--- src/rtl/qerv_pkg.sv ---
// qerv_pkg: shared types and width helpers
// for the qerv bit/nibble-serial datapath.
package qerv_pkg;

  typedef enum logic [1:0] {
    SH_NONE,
    SH_LEFT,
    SH_RIGHT
  } sh_dir_e;

  function automatic bit w_legal(input int w);
    return (w == 1) || (w == 2) ||
           (w == 4) || (w == 8);
  endfunction

  function automatic int beats(input int w);
    return 32 / w;
  endfunction

  // beat counter needs at least one bit
  function automatic int cnt_bits(input int w);
    return (32 / w > 2) ? $clog2(32 / w) : 1;
  endfunction

endpackage

--- src/rtl/qerv_bufreg_shifter.sv ---
// qerv_bufreg_shifter: sub-word shift amount,
// residue carry between beats and serial output.
module qerv_bufreg_shifter
  import qerv_pkg::*;
#(
  parameter int W  = 1,
  parameter int LB = $clog2(W)
) (
  input  logic          clk,
  input  logic          rst_n,
  input  logic          en_i,
  input  logic          cnt0_i,
  input  logic          shift_op_i,
  input  logic          right_shift_op_i,
  input  logic [LB:0]   scl_i,
  input  logic [W-1:0]  data_i,
  output logic [W-1:0]  q_o
);

  localparam logic [LB:0] WV = (LB+1)'(W);

  sh_dir_e          dir;
  logic [LB:0]      sa;
  logic [2*W-1:0]   shifted;
  logic [W-1:0]     res_q;
  logic [W-1:0]     res_d;

  always_comb begin
    dir = SH_NONE;
    if (shift_op_i)
      dir = right_shift_op_i ? SH_RIGHT : SH_LEFT;
  end

  always_comb begin
    sa = '0;
    unique case (1'b1)
      (dir == SH_LEFT):  sa = scl_i;
      (dir == SH_RIGHT):
        sa = (scl_i == '0) ? '0 : WV - scl_i;
      default:           sa = '0;
    endcase
    if (W == 1) sa = '0;
  end

  assign shifted = {{W{1'b0}}, data_i} << sa;

  // bits pushed past the beat wait for the next one
  always_comb begin
    res_d = res_q;
    if (en_i)        res_d = shifted[2*W-1:W];
    else if (cnt0_i) res_d = '0;
  end

  always_ff @(posedge clk or negedge rst_n) begin
    if (!rst_n) res_q <= '0;
    else        res_q <= res_d;
  end

  assign q_o = en_i ? (shifted[W-1:0] | res_q) : '0;

endmodule

--- src/rtl/qerv_bufreg_w.sv ---
// qerv_bufreg_w: serial rs1+imm accumulator, address
// source and shift source for the qerv datapath.
module qerv_bufreg_w
  import qerv_pkg::*;
#(
  parameter logic MDU            = 1'b0,
  parameter int   BITS_PER_CYCLE = 1,
  parameter int   LB = $clog2(BITS_PER_CYCLE)
) (
  input  logic                      i_clk,
  input  logic                      i_rst_n,
  input  logic                      i_cnt0,
  input  logic                      i_cnt1,
  input  logic                      i_en,
  input  logic                      i_init,
  input  logic                      i_mdu_op,
  input  logic                      i_rs1_en,
  input  logic                      i_imm_en,
  input  logic                      i_clr_lsb,
  input  logic                      i_shift_op,
  input  logic                      i_right_shift_op,
  input  logic                      i_sh_signed,
  input  logic [BITS_PER_CYCLE-1:0] i_rs1,
  input  logic [BITS_PER_CYCLE-1:0] i_imm,
  input  logic [LB:0]               i_shift_counter_lsb,
  output logic [BITS_PER_CYCLE-1:0] o_q,
  output logic [1:0]                o_lsb,
  output logic                      o_adr_valid,
  output logic [31:0]               o_dbus_adr,
  output logic [31:0]               o_ext_rs1
);

  localparam int W  = BITS_PER_CYCLE;
  localparam int CB = cnt_bits(W);
  localparam logic [CB-1:0] LAST = CB'(beats(W) - 1);

  if (!w_legal(W)) begin : g_bad_w
    $error("BITS_PER_CYCLE must be 1, 2, 4 or 8");
  end

  logic [W-1:0]  a;
  logic [W-1:0]  b;
  logic [W-1:0]  q;
  logic          c;
  logic          c_r_q;
  logic [W-1:0]  fill;
  logic [31:0]   data_q;
  logic [31:0]   data_d;
  logic [1:0]    lsb_q;
  logic [CB-1:0] cnt_q;
  logic [CB-1:0] cnt_d;
  logic          adr_valid_q;
  logic          adr_valid_d;

  always_comb begin
    a = i_rs1_en ? i_rs1 : '0;
    b = i_imm_en ? i_imm : '0;
    if (i_cnt0 & i_clr_lsb) b[0] = 1'b0;
  end

  assign {c, q} = {1'b0, a} + {1'b0, b} +
                  {{W{1'b0}}, c_r_q};

  always_comb begin
    fill = '0;
    if (i_init)           fill = q;
    else if (i_sh_signed) fill = {W{data_q[31]}};
  end

  assign data_d = i_en ? {fill, data_q[31:W]} : data_q;

  // the cnt0 beat is beat 0, so the counter restarts at 1
  always_comb begin
    cnt_d       = cnt_q;
    adr_valid_d = adr_valid_q;
    if (i_en & i_init) begin
      if (i_cnt0) begin
        cnt_d       = CB'(1);
        adr_valid_d = 1'b0;
      end else begin
        cnt_d = (cnt_q == LAST) ? '0 : cnt_q + CB'(1);
        if (cnt_q == LAST) adr_valid_d = 1'b1;
      end
    end
  end

  always_ff @(posedge i_clk or negedge i_rst_n) begin
    if (!i_rst_n) begin
      c_r_q       <= 1'b0;
      data_q      <= '0;
      cnt_q       <= '0;
      adr_valid_q <= 1'b0;
    end else begin
      c_r_q       <= c & i_en;
      data_q      <= data_d;
      cnt_q       <= cnt_d;
      adr_valid_q <= adr_valid_d;
    end
  end

  if (W == 1) begin : g_lsb1
    logic lsb_en;
    logic lsb_in;
    assign lsb_en = i_init ? (i_cnt0 | i_cnt1) : i_en;
    assign lsb_in = i_init ? q[0] : data_q[2];
    always_ff @(posedge i_clk or negedge i_rst_n) begin
      if (!i_rst_n)    lsb_q <= '0;
      else if (lsb_en) lsb_q <= {lsb_in, lsb_q[1]};
    end
  end else begin : g_lsbn
    logic unused_cnt1;
    assign unused_cnt1 = i_cnt1;
    always_ff @(posedge i_clk or negedge i_rst_n) begin
      if (!i_rst_n)             lsb_q <= '0;
      else if (i_en & i_cnt0) lsb_q <= q[1:0];
    end
  end

  qerv_bufreg_shifter #(
    .W  (W),
    .LB (LB)
  ) u_shifter (
    .clk              (i_clk),
    .rst_n            (i_rst_n),
    .en_i             (i_en),
    .cnt0_i           (i_cnt0),
    .shift_op_i       (i_shift_op),
    .right_shift_op_i (i_right_shift_op),
    .scl_i            (i_shift_counter_lsb),
    .data_i           (data_q[W-1:0]),
    .q_o              (o_q)
  );

  assign o_lsb       = (MDU & i_mdu_op) ? 2'b00 : lsb_q;
  assign o_adr_valid = adr_valid_q;
  assign o_dbus_adr  = {data_q[31:2], 2'b00};
  assign o_ext_rs1   = data_q;

endmodule

--- config.mk ---
export PLATFORM = sky130hd
export DESIGN_NAME = qerv_bufreg_w
export DESIGN_NICKNAME = d
export VERILOG_FILES = /design/src/rtl/qerv_pkg.sv /design/src/rtl/qerv_bufreg_shifter.sv /design/src/rtl/qerv_bufreg_w.sv
export SDC_FILE = /design/constraint.sdc
export NUM_CORES = 1
export LEC_CHECK = 0
export BUFFER_PORTS_ARGS = -buffer_cell sky130_fd_sc_hd__buf_4
export CAP_MARGIN = 15
export CORE_UTILIZATION = 42
export CTS_CLUSTER_DIAMETER = 80
export DETAILED_ROUTE_END_ITERATION = 8
export PLACE_DENSITY = 0.84
export SLEW_MARGIN = 20
export SYNTH_ARGS = -nofsm -noshare
export SYNTH_HDL_FRONTEND = slang
export SYNTH_HIERARCHICAL = 1
export SYNTH_SLANG_ARGS = --single-unit
--- constraint.sdc ---
create_clock -name i_clk -period 1.7 [get_ports i_clk]
set_input_delay 0.085 -clock i_clk [delete_from_list [all_inputs] [get_ports i_clk]]
set_output_delay 0.085 -clock i_clk [all_outputs]
set_load 0.05 [all_outputs]
---- Word level (Yosys, flattened, before mapping) ----
Cells that the tools add are included.
word-level totals
  output and inout bits ................... 68
  flip-flop bits (word level) ............. 42
  logic and storage cells ................. 35
operators by class
  reductions and logical operators ........ 4
  add/subtract/negate cells ............... 3
  muxes and demuxes ....................... 14
  bitwise logic cells ..................... 5
  eq/ne operators ......................... 2
operator list
  operator                                                       number
  1-bit two-way mux                                              12
  5-bit two-way mux                                              2
  5-bit by 1-bit adder with 5-bit output, second input constant  1
  5-bit equality test, second input constant                     1
  2-bit AND reduction                                            2
  2-bit nonzero test                                             2
  1-bit bitwise AND                                              3
  1-bit by 1-bit adder with 2-bit output                         1
  2-bit by 1-bit adder with 2-bit output                         1
  2-bit != test, second input constant                           1
  1-bit OR                                                       2

---- Depth between registers and ports, before layout ----
Gate-level depths: netlist (run 1).
  word-level depth ........................ 5
  gate-level depth with buffers ........... 6

---- Modules after synthesis ----
The synthesis (run 1) kept the hierarchy.
modules (own cells, without submodules)
  module               instances  cells an instance  area each (um^2)
  qerv_bufreg_w        1          151                1928.1
  qerv_bufreg_shifter  1          1                  6.3

---- Worst setup path before layout (run 1) ----
No wires, ideal clock.
  path type ............................... reg-to-reg
  start ................................... register cnt_q[0]
  end ..................................... register cnt_q[2]
  required time ........................... 1.624 ns
  cell stages (with the launch flop) ...... 6
  clock period less this slack ............ 1.647 ns
  path slack .............................. 0.053 ns
  data arrival time ....................... 1.571 ns
  library setup time ...................... 0.076 ns
  path through ............................ dfrtp_1 ha_1 and3_1 ha_1 or4b_1 o21ai_1
between the ends
  word-level cells in the longest chain between the ends .. 3
  elaborated cells between the ends (all ways) .. 4
  those cells by class .................... 1 x add/sub; 1 x eq/ne; 2 x mux
ends and longest elaborated chain
  what                                                                           RTL line             text
  start: declaration                                                             qerv_bufreg_w.sv:50  logic [CB-1:0] cnt_q;
  start signal: assignment                                                       qerv_bufreg_w.sv:96  cnt_q <= cnt_d;
  5-bit by 1-bit adder with 5-bit output or 5-bit equality test (tied branches)  qerv_bufreg_w.sv:81  cnt_d = (cnt_q == LAST) ? '0 : cnt_q + CB'(1);
  5-bit two-way mux *                                                            qerv_bufreg_w.sv:81
  5-bit two-way mux *                                                            qerv_bufreg_w.sv:77  if (i_cnt0) begin
Every way passes the cells marked *; elsewhere a longest branch is shown, timed or not.
A chain may end at the register's enable or synchronous reset.

---- Worst setup path in the final report (run 1) ----
  start ................................... register cnt_q[1]
  end ..................................... register cnt_q[2]
The elaborated chain is that of the path after synthesis.

==> impl_results.md, run 1 <==
* Clock Tree Root: clkbuf_8
* Setup-violating endpoint count in the final report at 0
* Pin count of the biggest net entering global routing at 42
* First-pass DRT Iterations at 4
* Endpoint class of the critical path: register
* Final Util at 56.1%
* Antenna diode count at 0
* Placement-stage worst setup slack at a little under 0.0009 ns
* Clock input transition at the sequential cells of the worst setup and hold paths at 0.08 ns
* Count of maximum capacitance violations at 0
* Number of distinct library cell variants in the gate-level netlist after synthesis at 28
* # nets final at approximately 220
* Die Area at 0.00488 mm^2
* Total clock sinks at 41
* Final Max Tran Viols at 0
* Critical path type: reg -> reg
* Number of global-route vias before repair at ~1,200
* Syn Area/Cell at 12.7 um^2
* Avg Vias per Cell at 4.93
* Primary FF master, synth: dfrtp_1
* Register area share after synthesis at 53.0%
* Accumulated negative setup slack at 0 ns
* Vertical die dimension at 69.9 um
* Initial core utilization at 44.1%
* Highest Clock Rate at 614 MHz
* Layout area overhead at 27.2%
* Global-route wire length before repair at 5.58 mm
* Post-Route Skew at 0.00379 ns
* Largest fanout of any net on the critical path at 3
* Fraction of registers with async set/reset at 100%
* Max-Slew Margin vs Limit at 65.6%
* Cell count after synthesis at 152
* Commonest cells after routing, fill and taps aside: buf_4 (82), dfrtp_1 (41), mux2_2 (32)
* Number of enable flip-flop cells after synthesis at 0
* Final clock period utilization by the worst path at 95.8%
* Data required time at the worst endpoint at approximately 1.9 ns
* Count of fill cells added during filler insertion at slightly below 400
* Total number of placement rows at 24
* Initial antenna violation count at 0
* Detailed-route DRC error count at 0
* Global route overflow at 0
* Detail-routed net length per standard cell at 13.4 um
* Clk_lat worst skew at 0.29 ns
* Run status: finished clean
* Routability Congestion at 0.740
* Ys Warns at 6
* Crit path arrival time at about 1.8 ns
* Count of buffers from port buffering at 77
* Via count at roughly 1,300
* Final count of hold timing violations at 0
* Minimum clock period at roughly 1.6 ns
* Most common cell after layout, fill and taps aside: buf_4
* Count of H-tree levels built during CTS at 2
* Half-perimeter wire length after placement at 2.39 mm
* Measured slew at the worst slew-check pin at slightly above 0.5 ns
* Placeable core region at approximately 0.0044 mm^2
* Horizontal die dimension at roughly 70 um
* Area of the mapped netlist at about 0.0019 mm^2
* Kind of start point of the critical path: register
* Num CTS Buffers at 5
* Global Route Usage Sum at 14.6%
* Antenna Violating Nets Remaining at 0
* I/O Pins at 84
* Setup ws final at around 0.07 ns
* HP Class: in -> reg
* TritonCTS clock tree: built
* Deepest clock path buffer count at 2
* Synthesized flop and latch total at 41
* Wire length reported by the detailed router at 3.45 mm
* Fraction of final layout cells sized beyond drive strength 1 at around 60%
* Initial DRC Count at 73
## cell type report
type	instances	area, um^2	share of cell area (%)
sequential	41	1030	41.7
timing repair buffer	83	626	25.4
multi-input combinational	71	617	25.1
clock buffer	7	86.3	3.51
tap	52	65.1	2.64
clock inverter	1	30.0	1.22
inverter	3	11.3	0.458
## worst max-delay path, cell delays in order, from the launching register on
cell and delay [ns]:
dfrtp_1 0.41, ha_2 0.20, and3_1 0.14, ha_1 0.18, or4b_1 0.47, o21ai_1 0.15
## routing by layer
metal | routed length (um) | global-route usage, %
met1 | 1500 | 17.7
met2 | 1680 | 24.4
met3 | 226 | 4.47
met4 | 47 | 5.33
met5 | 0 | 0
## what timing repair did
item,4_1_cts,5_1_grt
pin swaps,0,4
buffers inserted,1,2
gates resized for setup,0,1
endpoints found under the setup margin,1,2
hold buffers,1,0
endpoints found under the hold margin,41,0
## per-stage QoR
stage | hold slack [ns] | cells | area, um^2
after global routing | 0.0520 | 258 | 2460
final | 0.0534 | 258 | 2460
after CTS | 0.0382 | 256 | 2440
after floorplan | -0.211 | 153 | 1940
after global placement | 0.0936 | 246 | 2310
after detailed placement | 0.0965 | 246 | 2310
## flip-flops by register name, indices dropped and copies added (netlist names)
| signal | count |
|---|---|
| o_lsb | 2 |
| o_ext_rs1 | 32 |
| o_adr_valid | 1 |
| cnt_q | 5 |
| c_r_q | 1 |
## synth_stat cells (all sizes together) (2+ instances only)
cell type	number	area, um^2
ha	2	25.0
nand2	7	33.8
nand2b	3	18.8
o21ai	7	35.0
nor2	2	7.51
a31oi	2	12.5
buf	38	287
mux2	32	360
inv	3	11.3
dfrtp	41	1030
and3	2	12.5
## path summary, 6_finish.rpt
kind,startpoint,endpoint,slack (ns),depth (start not counted)
max in group asynchronous,i_rst_n,o_ext_rs1[16],1.02,2
max,cnt_q[1],cnt_q[2],0.07,5
min in group asynchronous,i_rst_n,cnt_q[1],0.30,2
max reg2reg,cnt_q[1],cnt_q[2],0.07,5
min,i_cnt0,o_adr_valid,0.05,2
min reg2reg,cnt_q[2],cnt_q[2],0.50,1
## logic make-up after synthesis
group	after synthesis	share of synthesized area [%]
buffers and inverters	41	15.4
flip-flops	41	53.0
multiplexers	33	19.1
AND/OR/NAND/NOR	20	5.76
AO/OA/AOI/OAI	13	4.14
adder cells (fa/ha/maj)	3	2.33
other	1	0.194
Power of run 1 is left out: the tool's default activity adds up to more than one toggle a clock period on the data nets, which glitch-free logic cannot reach.
==> inputs of run 2 (changes only) <==
--- a/config.mk
+++ b/config.mk
@@ -7,7 +7,9 @@
 export LEC_CHECK = 0
 export BUFFER_PORTS_ARGS = -buffer_cell sky130_fd_sc_hd__buf_4
 export CAP_MARGIN = 15
-export CORE_UTILIZATION = 42
+export CELL_PAD_IN_SITES_DETAIL_PLACEMENT = 1
+export CELL_PAD_IN_SITES_GLOBAL_PLACEMENT = 1
+export CORE_UTILIZATION = 32
 export CTS_CLUSTER_DIAMETER = 80
 export DETAILED_ROUTE_END_ITERATION = 8
 export PLACE_DENSITY = 0.84
==> constraint.sdc (replaced) <==
create_clock -name i_clk -period 1.4 [get_ports i_clk]
set_input_delay 0.07 -clock i_clk [delete_from_list [all_inputs] [get_ports i_clk]]
set_output_delay 0.07 -clock i_clk [all_outputs]
set_load 0.05 [all_outputs]
==> impl_results.md, run 2 (same netlist as run 1, synthesis figures left out) <==
* Initial DRC Count at 16 (was 73)
* Global-route wire length before repair at 6.49 mm (was 5.58 mm)
* Num CTS Buffers at 5 (unchanged)
* Static leakage power at 1.32 nW
* Endpoint class of the critical path: register (unchanged)
* Initial antenna violation count at 0 (unchanged)
* Final clock period utilization by the worst path at 110% (was 95.8%)
* Data required time at the worst endpoint at 1.62 ns (was 1.91 ns)
* Hold path depth at 2 (unchanged)
* First-pass DRT Iterations at 4 (unchanged)
* Clock Tree Root: clkbuf_8 (unchanged)
* # nets final at 230 (was 224)
* Post-Route Skew at 0.00568 ns (was 0.00379 ns)
* Deepest clock path buffer count at 2 (unchanged)
* Setup-violating endpoint count in the final report at 2 (was 0)
* Clock input transition at the sequential cells of the worst setup and hold paths at 0.08 ns (about the same)
* Inst Count DP at 273 (was 246)
* Flip-flop count of the largest register, all copies and words added at 32 (unchanged)
* Die Area at 0.00636 mm^2 (was 0.00488 mm^2)
* Met3 routed WL at 212 um (was 226 um)
* Power density over the cells at about 2500 mW/mm^2
* Detailed route wirelength on metal2 at 2.13 mm (was 1.68 mm)
* Number of cells on the worst reg-to-reg path at 5 (unchanged)
* HP Class: in -> reg (unchanged)
* Final count of hold timing violations at 0 (unchanged)
* Hold_ws at 0.0596 ns (was 0.0534 ns)
* Unrepaired setup endpoints after global routing: true
* Post-Route M1 WL at 1.65 mm (was 1.50 mm)
* Critical path type: reg -> reg (unchanged)
* Kind of start point of the critical path: register (unchanged)
* Critical path depth in cells at 5 (unchanged)
* Non-filler instance count after layout at 284 (was 258)
* Number of global-route vias before repair at 1,310 (was 1,153)
* Clk_lat worst skew at 0.29 ns (about the same)
* Final Max Tran Viols at 0 (unchanged)
* Count of H-tree levels built during CTS at 2 (unchanged)
* Critical path buffers and inverters at 0 (unchanged)
* Setup ws final at -0.139 ns (was 0.0716 ns)
* Crit path arrival time at 1.76 ns (was 1.84 ns)
* Placeable core region at 0.00568 mm^2 (was 0.00438 mm^2)
* Initial core utilization at 34.1% (was 44.1%)
* Measured slew at the worst slew-check pin at 0.535 ns (was 0.515 ns)
* Total clock sinks at 41 (unchanged)
* Routability Congestion at 0.685 (was 0.740)
* Antenna Violating Nets Remaining at 0 (unchanged)
* Pin count of the biggest net entering global routing at 42 (unchanged)
* Count of buffers from port buffering at 77 (unchanged)
* I/O Pins at 84 (unchanged)
* Detail-routed net length per standard cell at 14.3 um (was 13.4 um)
* Horizontal die dimension at 79.8 um (was 69.9 um)
* Worst path max stage delay at 0.46 ns (was 0.47 ns)
* Fraction of final layout cells sized beyond drive strength 1 at 63.2% (was 59.7%)
* Vertical die dimension at 79.8 um (was 69.9 um)
* Antenna diode count at 0 (unchanged)
* Sequence of cells on the critical path: ha_2 -> and3_4 -> ha_4 -> or4b_1 -> o21ai_1 (was ha_2 -> and3_1 -> ha_1 -> or4b_1 -> o21ai_1)
* Most common cell after layout, fill and taps aside: buf_4 (unchanged)
* Wire length reported by the detailed router at 4.06 mm (was 3.45 mm)
* Via count at 1,303 (was 1,272)
* Crit-path leading delay family: simple AND/OR/NAND/NOR gates (unchanged)
* Count of maximum capacitance violations at 0 (unchanged)
* Total number of placement rows at 27 (was 24)
* Global Route Usage Sum at 13.4% (was 14.6%)
* Run status: finished, violations left (was finished clean)
* Layout area overhead at 30.7% (was 27.2%)
* Largest fanout of any net on the critical path at 4 (was 3)
* Commonest cells after routing, fill and taps aside: buf_4 (88), dfrtp_1 (41), mux2_2 (32) (was buf_4 (82), dfrtp_1 (41), mux2_2 (32))
* TritonCTS clock tree: built (unchanged)
* Highest Clock Rate at 650 MHz (was 614 MHz)
* Half-perimeter wire length after placement at 2.94 mm (was 2.39 mm)
* Crit path max-delay cell type: or4b_1 (unchanged)
* Detailed-route DRC error count at 0 (unchanged)
* Violated checks: setup timing
* Max-Slew Margin vs Limit at 64.4% (was 65.6%)
* Global route overflow at 0 (unchanged)
* Avg Vias per Cell at 4.59 (was 4.93)
* Peak supply drop at around 0.0013 V
* DR top layer: met4 (unchanged)
* Minimum clock period at 1.54 ns (was 1.63 ns)
run 2: cell type report:
cell class                 count  area (um^2)
sequential                    41         1030
clock buffer                   5         68.8
timing repair buffer          89          671
multi-input combinational     71          643
inverter                       3         11.3
clock inverter                 3         17.5
tap                           72         90.1
fill                         630         3150
run 2: final timing paths:
path | startpoint | endpoint | slack [ns]
min in group asynchronous | i_rst_n | cnt_q[1] | 0.31
setup reg to reg | cnt_q[1] | cnt_q[2] | -0.14
hold reg to reg | o_lsb[0] | o_lsb[0] | 0.52
hold / removal | i_init | o_adr_valid | 0.06
setup / recovery | cnt_q[1] | cnt_q[2] | -0.14
max in group asynchronous | i_rst_n | o_ext_rs1[3] | 0.72
run 2: per-layer routing:
metal / global-route usage, % / vias to the layer above
met1: 15.6 / 643
met4: 5.36 / 0
li1: - / 597
met5: 0 / -
met3: 2.74 / 6
met2: 24.0 / 57
run 2: report_power, final:
group / total (W) / leakage, nW / switching [W] / internal (W)
clock network: 0.000748 / 0.0439 / 0.000404 / 0.000344
logic: 0.00377 / 0.728 / 0.00266 / 0.00111
registers: 0.00185 / 0.548 / 0.000332 / 0.00152
run 2: through the flow:
step           power [W]  setup TNS (ns)  cell area, um^2  util, %  worst slack [ns]
2_1_floorplan    0.00485          -0.158             1940        -            -0.137
4_1_cts          0.00644          -0.191             2520     44.5            -0.137
5_1_grt          0.00668          -0.348             2530     44.5            -0.201
6_report         0.00637          -0.185             2530     44.5            -0.139
3_3_place_gp     0.00557          -0.175             2390     42.2            -0.117
3_5_place_dp     0.00566          -0.370             2390     42.2            -0.180
run 2: timing repair:
| action | CTS | global route |
|---|---|---|
| setup buffers | 2 | 0 |
| setup endpoints to repair | 4 | 4 |
| gates resized for setup | 3 | 2 |
| pin swaps | 4 | 1 |
| cloned | 0 | 0 |
| hold buffers | 1 | 0 |
| endpoints found under the hold margin | 41 | 0 |
(Power assumes the default switching activity.)
